`config.mk`:
```
export PLATFORM = sky130hd
export DESIGN_NAME = pixel_scan_ctrl
export DESIGN_NICKNAME = d
export VERILOG_FILES = /design/src/rtl/pixel_scan_ctrl.sv
export SDC_FILE = /design/constraint.sdc
export NUM_CORES = 1
export LEC_CHECK = 0
export ABC_AREA = 1
export CAP_MARGIN = 30
export CORE_MARGIN = 5
export CORE_UTILIZATION = 37
export CTS_CLUSTER_DIAMETER = 30
export CTS_CLUSTER_SIZE = 20
export DETAILED_ROUTE_END_ITERATION = 8
export PLACE_DENSITY_LB_ADDON = 0.3
export SKIP_LAST_GASP = 1
export SYNTH_ARGS = -nofsm -noshare
export SYNTH_HDL_FRONTEND = slang
export SYNTH_SLANG_ARGS = --single-unit
```
`constraint.sdc`:
```
create_clock -name clk -period 2 [get_ports clk]
set_input_delay 0.3 -clock clk [delete_from_list [all_inputs] [get_ports clk]]
set_output_delay 0.3 -clock clk [all_outputs]
set_load 0.01 [all_outputs]
```
`src/rtl/pixel_scan_ctrl.sv`:
```
// pixel_scan_ctrl: multiplexed display scan controller with an integrated slot
// timer, per-digit enable mask with skip, anti-ghost blanking at every slot
// start and a frame-start strobe.
// Optional feature macro: PIXEL_DIMMING_EN adds a 4-bit brightness input that
// shortens the anode-on window inside each slot without changing slot length.
module pixel_scan_ctrl #(
  parameter int NUM_DIGITS   = 8,
  parameter int SEL_W        = 3,
  parameter int DIV_COUNT    = 50000,
  parameter int BLANK_CYCLES = 16
) (
  input  logic                  clk,
  input  logic                  reset,
  input  logic                  enable,
  input  logic [NUM_DIGITS-1:0] digit_mask,
`ifdef PIXEL_DIMMING_EN
  input  logic [3:0]            brightness,
`endif
  output logic [NUM_DIGITS-1:0] a,
  output logic [SEL_W-1:0]      seq_sel,
  output logic                  frame_start
);

  localparam int CNT_W = $clog2(DIV_COUNT);
  localparam logic [CNT_W-1:0] CNT_LAST   = CNT_W'(DIV_COUNT - 1);
  localparam logic [CNT_W-1:0] BLANK_LAST = CNT_W'(BLANK_CYCLES - 1);

  localparam logic [1:0] S_IDLE  = 2'd0;
  localparam logic [1:0] S_BLANK = 2'd1;
  localparam logic [1:0] S_ON    = 2'd2;

  logic [1:0]            state_q, state_d;
  logic [CNT_W-1:0]      cnt_q, cnt_d;
  logic [SEL_W-1:0]      sel_q, sel_d;
  logic [NUM_DIGITS-1:0] a_q, a_d;
  logic                  fs_q, fs_d;
  logic [SEL_W:0]        nxt;
  logic                  on_window;

  // Lowest enabled digit index (0 when the mask is empty).
  function automatic logic [SEL_W-1:0] lowest_set(input logic [NUM_DIGITS-1:0] m);
    lowest_set = '0;
    for (int i = NUM_DIGITS - 1; i >= 0; i--) begin
      if (m[i]) lowest_set = SEL_W'(i);
    end
  endfunction

  // Next enabled digit above cur; MSB flags a wrap back to the lowest digit,
  // which is where a new frame begins.
  function automatic logic [SEL_W:0] next_enabled(input logic [NUM_DIGITS-1:0] m,
                                                  input logic [SEL_W-1:0]      cur);
    logic             found;
    logic [SEL_W-1:0] idx;
    found = 1'b0;
    idx   = '0;
    for (int i = NUM_DIGITS - 1; i >= 0; i--) begin
      if (m[i] && (i > int'(cur))) begin
        found = 1'b1;
        idx   = SEL_W'(i);
      end
    end
    if (found) next_enabled = {1'b0, idx};
    else       next_enabled = {1'b1, lowest_set(m)};
  endfunction

`ifdef PIXEL_DIMMING_EN
  localparam int ON_UNIT = (DIV_COUNT - BLANK_CYCLES) >> 4;

  logic [3:0] bright_q;
  logic [3:0] bright_eff;
  int         on_end;

  // Brightness is captured once per slot, on its first cycle.
  always_ff @(posedge clk) begin
    if (state_q == S_BLANK && cnt_q == '0) bright_q <= brightness;
  end

  // The first-cycle value is used directly so short blanking never sees a stale level.
  always_comb begin
    bright_eff = (state_q == S_BLANK && cnt_q == '0) ? brightness : bright_q;
    on_end     = BLANK_CYCLES + ON_UNIT * (int'(bright_eff) + 1);
    on_window  = (int'(cnt_d) < on_end);
  end
`else
  // Without dimming the anode is driven for the entire ON phase.
  always_comb on_window = 1'b1;
`endif

  // Next-state logic: slot timer, digit advance with skip, and registered anode pattern.
  always_comb begin
    state_d = state_q;
    cnt_d   = cnt_q;
    sel_d   = sel_q;
    fs_d    = 1'b0;
    nxt     = next_enabled(digit_mask, sel_q);
    case (state_q)
      S_IDLE: begin
        if (enable && (digit_mask != '0)) begin
          state_d = S_BLANK;
          cnt_d   = '0;
          sel_d   = lowest_set(digit_mask);
          fs_d    = 1'b1;
        end
      end
      default: begin
        if (!enable || (digit_mask == '0)) begin
          state_d = S_IDLE;
          cnt_d   = '0;
          sel_d   = '0;
        end else if (cnt_q == CNT_LAST) begin
          state_d = S_BLANK;
          cnt_d   = '0;
          sel_d   = nxt[SEL_W-1:0];
          fs_d    = nxt[SEL_W];
        end else begin
          cnt_d = cnt_q + CNT_W'(1);
          if (cnt_q == BLANK_LAST) state_d = S_ON;
        end
      end
    endcase

    // At most one anode low, only in ON, and only while its mask bit is still set.
    a_d = '1;
    if (state_d == S_ON && on_window) begin
      for (int i = 0; i < NUM_DIGITS; i++) begin
        if ((SEL_W'(i) == sel_d) && digit_mask[i]) a_d[i] = 1'b0;
      end
    end
  end

  // State and output registers; outputs come straight from next-state so they stay coherent.
  always_ff @(posedge clk or negedge reset) begin
    if (!reset) begin
      state_q <= S_IDLE;
      cnt_q   <= '0;
      sel_q   <= '0;
      a_q     <= '1;
      fs_q    <= 1'b0;
    end else begin
      state_q <= state_d;
      cnt_q   <= cnt_d;
      sel_q   <= sel_d;
      a_q     <= a_d;
      fs_q    <= fs_d;
    end
  end

  assign a           = a_q;
  assign seq_sel     = sel_q;
  assign frame_start = fs_q;

endmodule
```
Word-level counts from Yosys, hierarchy flattened
Cells that the tools add are included.
{"block": "word_totals", "mem_bits_rw": 0, "regBits": 30, "out_inout_bits": 12, "n_memories": 0, "mem_bits_ro": 0, "latch_bits": 0}
{"block": "op_classes", "order_cmp": 7, "n_shift": 0, "n_reduce_logical": 22, "n_eq_ne": 11, "mul": 0, "div": 0, "n_mux": 49, "bitwise_logic": 0, "n_addsub": 1}
{"operator": "$mux 16", "n": 4}
{"operator": "$mux 3", "n": 19}
{"operator": "$mux 1", "n": 19}
{"operator": "$add 16x1->16 const B", "n": 1}
{"operator": "$eq 16x16->1 const B", "n": 1}
{"operator": "$eq 16x4->1 const B", "n": 1}
{"operator": "$logic_and 1x1->1", "n": 16}
{"operator": "$eq 3x3->1 const A", "n": 4}
{"operator": "$gt 3x3->1 const A", "n": 4}
{"operator": "$mux 2", "n": 5}
{"operator": "$logic_not 8->1", "n": 1}
{"operator": "$mux 8", "n": 1}
{"operator": "$reduce_bool 8->1", "n": 1}
{"operator": "$eq 2x3->1 const A", "n": 2}
{"operator": "$gt 2x3->1 const A", "n": 2}
{"operator": "$mux 4", "n": 1}
{"operator": "$eq 1x3->1 const A", "n": 1}
{"operator": "$gt 1x3->1 const A", "n": 1}
{"operator": "$logic_not 3->1", "n": 1}
{"operator": "$eq 2x2->1 const B", "n": 1}
{"operator": "$logic_not 2->1", "n": 1}
{"operator": "$ne 2x2->1 const B", "n": 1}
{"operator": "$logic_not 1->1", "n": 1}
{"operator": "$logic_or 1x1->1", "n": 1}

Logic depth before layout (Yosys ltp)
{"block": "depth", "ltp_word": 17, "mapped_depth": 15, "depth_no_buf": 14}

Least setup slack after synthesis
Ideal clock, no wire load.
{"block": "synth_timing", "path_kind": "register -> register", "from": "register cnt_q[0]", "to": "register a_q[3], in the netlist a[3]", "arrival_time_ps": 1490, "t_required_ps": 1920, "stages_incl_launch_ff": 15, "path_buffers": 1, "path_slack_ps": 430, "path_cell_list": "dfrtp_1 -> ha_1 -> nand3_2 -> nor2_2 -> nand2_2 -> nand3_2 -> buf_6 -> nand2_4 -> nand2_2 -> nand2_2 -> inv_2 -> nand2_4 -> nand2_1 -> inv_1 -> nand2_1"}
{"block": "synth_via", "elab_chain_len": 8, "elab_cells_between_ends": 14, "cone_classes": "4 x eq/ne; 9 x mux; 1 x reduce/logical"}
{"item": "from (decl)", "line_no": "33", "rtl": "logic [CNT_W-1:0] cnt_q, cnt_d;"}
{"item": "from (signal assigned)", "line_no": "141", "rtl": "cnt_q <= cnt_d;"}
{"item": "$eq 16x16->1", "line_no": "110", "rtl": "end else if (cnt_q == CNT_LAST) begin"}
{"item": "$mux 3", "line_no": "110"}
{"item": "$mux 3", "line_no": "106", "rtl": "if (!enable || (digit_mask == '0)) begin"}
{"item": "$mux 3", "line_no": "96", "rtl": "case (state_q)"}
{"item": "net sel_d[0]", "line_no": "34", "rtl": "logic [SEL_W-1:0] sel_q, sel_d;"}
{"item": "$eq 2x3->1", "line_no": "126", "rtl": "if ((SEL_W'(i) == sel_d) && digit_mask[i]) a_d[i] = 1'b0;"}
{"item": "$logic_and 1x1->1", "line_no": "126"}
{"item": "$mux 1", "line_no": "126"}
{"item": "$mux 8", "line_no": "124", "rtl": "if (state_d == S_ON && on_window) begin"}
{"item": "net a_d[3]", "line_no": "35", "rtl": "logic [NUM_DIGITS-1:0] a_q, a_d;"}
{"item": "to (signal assigned)", "line_no": "137", "rtl": "a_q <= '1;"}
{"item": "to (signal assigned)", "line_no": "143", "rtl": "a_q <= a_d;"}
{"item": "to (decl)", "line_no": "35"}
The timed path passes the listed nets, and every way through them passes these cells.
A chain may end at the register's enable or synchronous reset.

Worst setup path after layout
{"block": "layout_timing", "from": "register cnt_q[0]", "to": "register a_q[5], in the netlist a[5]"}
{"block": "layout_via", "elab_cells_between_ends": 14, "cone_classes": "4 x eq/ne; 9 x mux; 1 x reduce/logical"}
{"item": "$eq 16x4->1", "line_no": "117", "rtl": "if (cnt_q == BLANK_LAST) state_d = S_ON;"}
{"item": "$mux 2", "line_no": "117"}
{"item": "$mux 2 *", "line_no": "110"}
{"item": "$mux 2 *", "line_no": "106"}
{"item": "$mux 2 *", "line_no": "96"}
{"item": "net state_d[1]", "line_no": "32", "rtl": "logic [1:0] state_q, state_d;"}
{"item": "$eq 2x2->1 *", "line_no": "124"}
{"item": "$mux 8 *", "line_no": "124"}
{"item": "net a_d[5]", "line_no": "35"}
Mark *: on every way through the listed nets, which the timed path passes. The rest lies on a longest branch.

==> summary.txt <==
Place
  – GPL Wtd Cong: 0.844
  – Place WS: -0.0502 ns
  – I/O Buffers: 22
  – Post-DP HPWL: 3.42 mm
  – Post-Place Cells: 369

Final layout
  – Fin cells: 377
  – Footprint of the multi-input gates: 978 um2
  – Number of diodes: 0
  – Reg area: 761 um2
  – Layout Nets: 318
  – Layout cells sized above 1: 19.2%
  – Fill cells: 524
  – Area growth syn-to-layout: 25.9%

Global route
  – Gr usage total: 14.3%
  – Initial antenna violation count: 0
  – Total gr overflow: 0
  – Vias in the first global route: 1628
  – First-pass GRT wire length: 7.34 mm
  – Largest net degree at the start of global routing: 31

Floorplan
  – Die Span X: 81.5 um
  – Ports: 23
  – Row count: 26
  – Full die area: 6640 um2
  – Initial Utilization: 37.5%
  – Die height: 81.5 um
  – Core footprint: 5040 um2

Route
  – Drt initial violations: 91
  – DRC Markers: 0
  – Vias: 1763
  – Drt pass-1 iters: 4
  – Vias per cell: 4.68
  – WL per Instance: 11.4 um
  – Total wire length: 4.30 mm
  – ANT nets after route: 0

Timing
  – Tmin final: 1.82 ns
  – Worst-Margin Slew: 0.374 ns
  – # setup viols final: 0
  – FMAX: 548 MHz
  – Max-slew headroom: 75.1%
  – RSZ-0062 raised after global routing: no
  – Skew final: 0.00964 ns
  – Final Max Slew Viols: 0
  – Final worst slack: 0.176 ns
  – Fin crit share: 91.2%
  – Final Hold Fails: 0
  – Worst hold slack: 0.403 ns

Logic synthesis
  – Mean post-synth cell area: 7.10 um2
  – Netlist cell types: 33
  – Area share of the largest cell type after synthesis: 29.1%
  – Syn nets: 278
  – Yosys reg bits: 30
  – Synth area leader: dfrtp_1
  – Area contributors post-synth: dfrtp_1 29%, nand2_1 15%, dfstp_2 11%, inv_1 7.0%, nor2_1 5.2%
  – Synth warn: 0
  – Seq/Total Area, Yosys: 40.3%
  – Mapped Area: 1890 um2
  – Synthesized netlist cell count: 266

Clocking
  – CTS Buf Count: 5
  – Clk sinks: 30
  – Clock Path Buffers: 2
  – Post-CTS Setup Inserts: 0
  – Htree depth: 2
  – Clk_lat worst skew: 0.28 ns
  – Clock-pin slew on the worst setup and hold paths: 0.07 ns
  – Root Buffer: clkbuf_8
  – CTS tree: built

Hold path
  – Worst hold path class: in -> async

Power
  – P_leak: 1.09 nW
  – Worst vdd ir: 0.190 mV
  – Switching Share: 26.5%
  – P_sw: 0.352 mW
  – Pint: 0.979 mW
  – Sequential Power Share: 47.5%
  – PD cells: 560 nW/um2
  – Combinational share of power: 14.7%
  – Clock Power Share: 37.8%

Worst setup path
  – Required time worst endpoint: 2.20 ns
  – Worst Path Max Fanout: 5
  – Crit end category: flip-flop
  – Worst Path Arrival: 2.03 ns
  – Worst Path Class, Setup: reg -> reg
  – Nature of the critical path startpoint: flip-flop

Run
  – Max Cap Viol: 0

Run status
  – Outcome: completed
-- worst max-delay path, cell delays in order, from the launching register on --
cell and delay, ns:
dfrtp_1 0.41, ha_1 0.25, nand3_2 0.13, nor2_2 0.06, nand2_2 0.13, nand3_4 0.13
a21oi_2 0.15, nand2_1 0.14, inv_1 0.07, nand2_1 0.09, nor2_1 0.13, nand2_1 0.07
-- layout by cell type, fill, tap and decap left out, drive strengths merged --
master	count
a22o	1
o22ai	6
nand2	86
and2	1
nor2	37
dfstp	8
inv	38
nand4	1
a32o	1
clkbuf	7
o21bai	1
xor2	3
a21boi	1
o21ai	14
or2	1
dfrtp	22
buf	13
clkdlybuf4s50	22
a31o	1
clkinv	1
ha	1
xnor2	1
nor3	8
nand3	22
a21oi	10
-- repair_timing --
item,CTS,global route
hold buffers,0,0
resized for setup,0,1
endpoints found under the setup margin,0,4
-- worst paths after layout --
path / from / to / slack [ns] / depth (start not counted)
max in group asynchronous: reset / a[7]$_DFF_PN1_ / 1.27 / 2
worst max register to register: cnt_q[0]$_DFFE_PN0P_ / a[5]$_DFF_PN1_ / 0.18 / 11
worst max-delay path: cnt_q[0]$_DFFE_PN0P_ / a[5]$_DFF_PN1_ / 0.18 / 11
min in group clk: cnt_q[1]$_DFFE_PN0P_ / cnt_q[1]$_DFFE_PN0P_ / 0.55 / 1
worst min-delay path: reset / cnt_q[14]$_DFFE_PN0P_ / 0.40 / 2
worst min register to register: cnt_q[1]$_DFFE_PN0P_ / cnt_q[1]$_DFFE_PN0P_ / 0.55 / 1
-- metrics by stage --
stage               power [mW]  util [%]  cell area [um2]  TNS, ns
floorplan                0.745         -             1890        0
global route              1.39      47.2             2380        0
CTS                       1.35      47.0             2370        0
detailed placement       0.839      45.2             2280   -0.111
global placement         0.838      45.2             2280        0
finish                    1.33      47.2             2380        0
-- routing by layer --
layer,up-vias,GRT usage [%],routed length (um)
met5,-,0,0
met4,0,6.42,48
met3,5,2.74,150
met2,32,22.2,1960
met1,804,19.3,2140
li1,922,-,-
-- area by class of cell --
| class | count | share of cell area, % |
|---|---|---|
| Clock buffer | 7 | 3.63 |
| Clock inverter | 1 | 0.210 |
| Inverter | 38 | 6.00 |
| Multi-Input combinational cell | 196 | 41.1 |
| Sequential cell | 30 | 32.0 |
| Tap cell | 70 | 3.68 |
| Timing Repair Buffer | 35 | 13.4 |
-- registers in the layout, indices dropped and copies added, names as in the netlist --
| register | cells |
|---|---|
| frame_start | 1 |
| seq_sel | 3 |
| a | 8 |
| cnt_q | 16 |
| state_q | 2 |
-- cell usage after synthesis --
master	n
nand2_1	77
inv_1	35
nor2_1	26
dfrtp_1	22
nand3_1	19
o21ai_0	12
nor2_2	10
a21oi_1	9
dfstp_2	8
nand2_2	7
nor3_1	7
o22ai_1	6
inv_2	3
nand3_2	3
xor2_1	3
nand2_4	2
a21boi_0	1
a21oi_2	1
a22o_1	1
a31o_2	1
a32o_1	1
and2_1	1
buf_6	1
clkbuf_1	1
ha_1	1
nand4_1	1
nor2_4	1
nor3_2	1
o21ai_1	1
o21ai_2	1
o21bai_1	1
or2_2	1
xnor2_1	1
-- power groups by stage --
stage	registers [mW]	logic, mW	clock network (mW)
floorplan	0.641	0.104	0
global placement	0.643	0.195	0
detailed placement	0.642	0.196	0
CTS	0.632	0.197	0.518
global route	0.634	0.222	0.538
finish	0.633	0.195	0.503
-- cells by family (layout without fill, tap and decap cells) --
family / Yosys count / count (layout) / share of synthesized area, %
buf+inv: 40 / 81 / 8.34
compound gates: 35 / 35 / 11.0
xor+xnor: 4 / 4 / 1.85
simple gates: 156 / 156 / 37.9
flops: 30 / 30 / 40.3
fa+ha+maj: 1 / 1 / 0.662
Note: power is estimated with default switching activity, not from simulation.
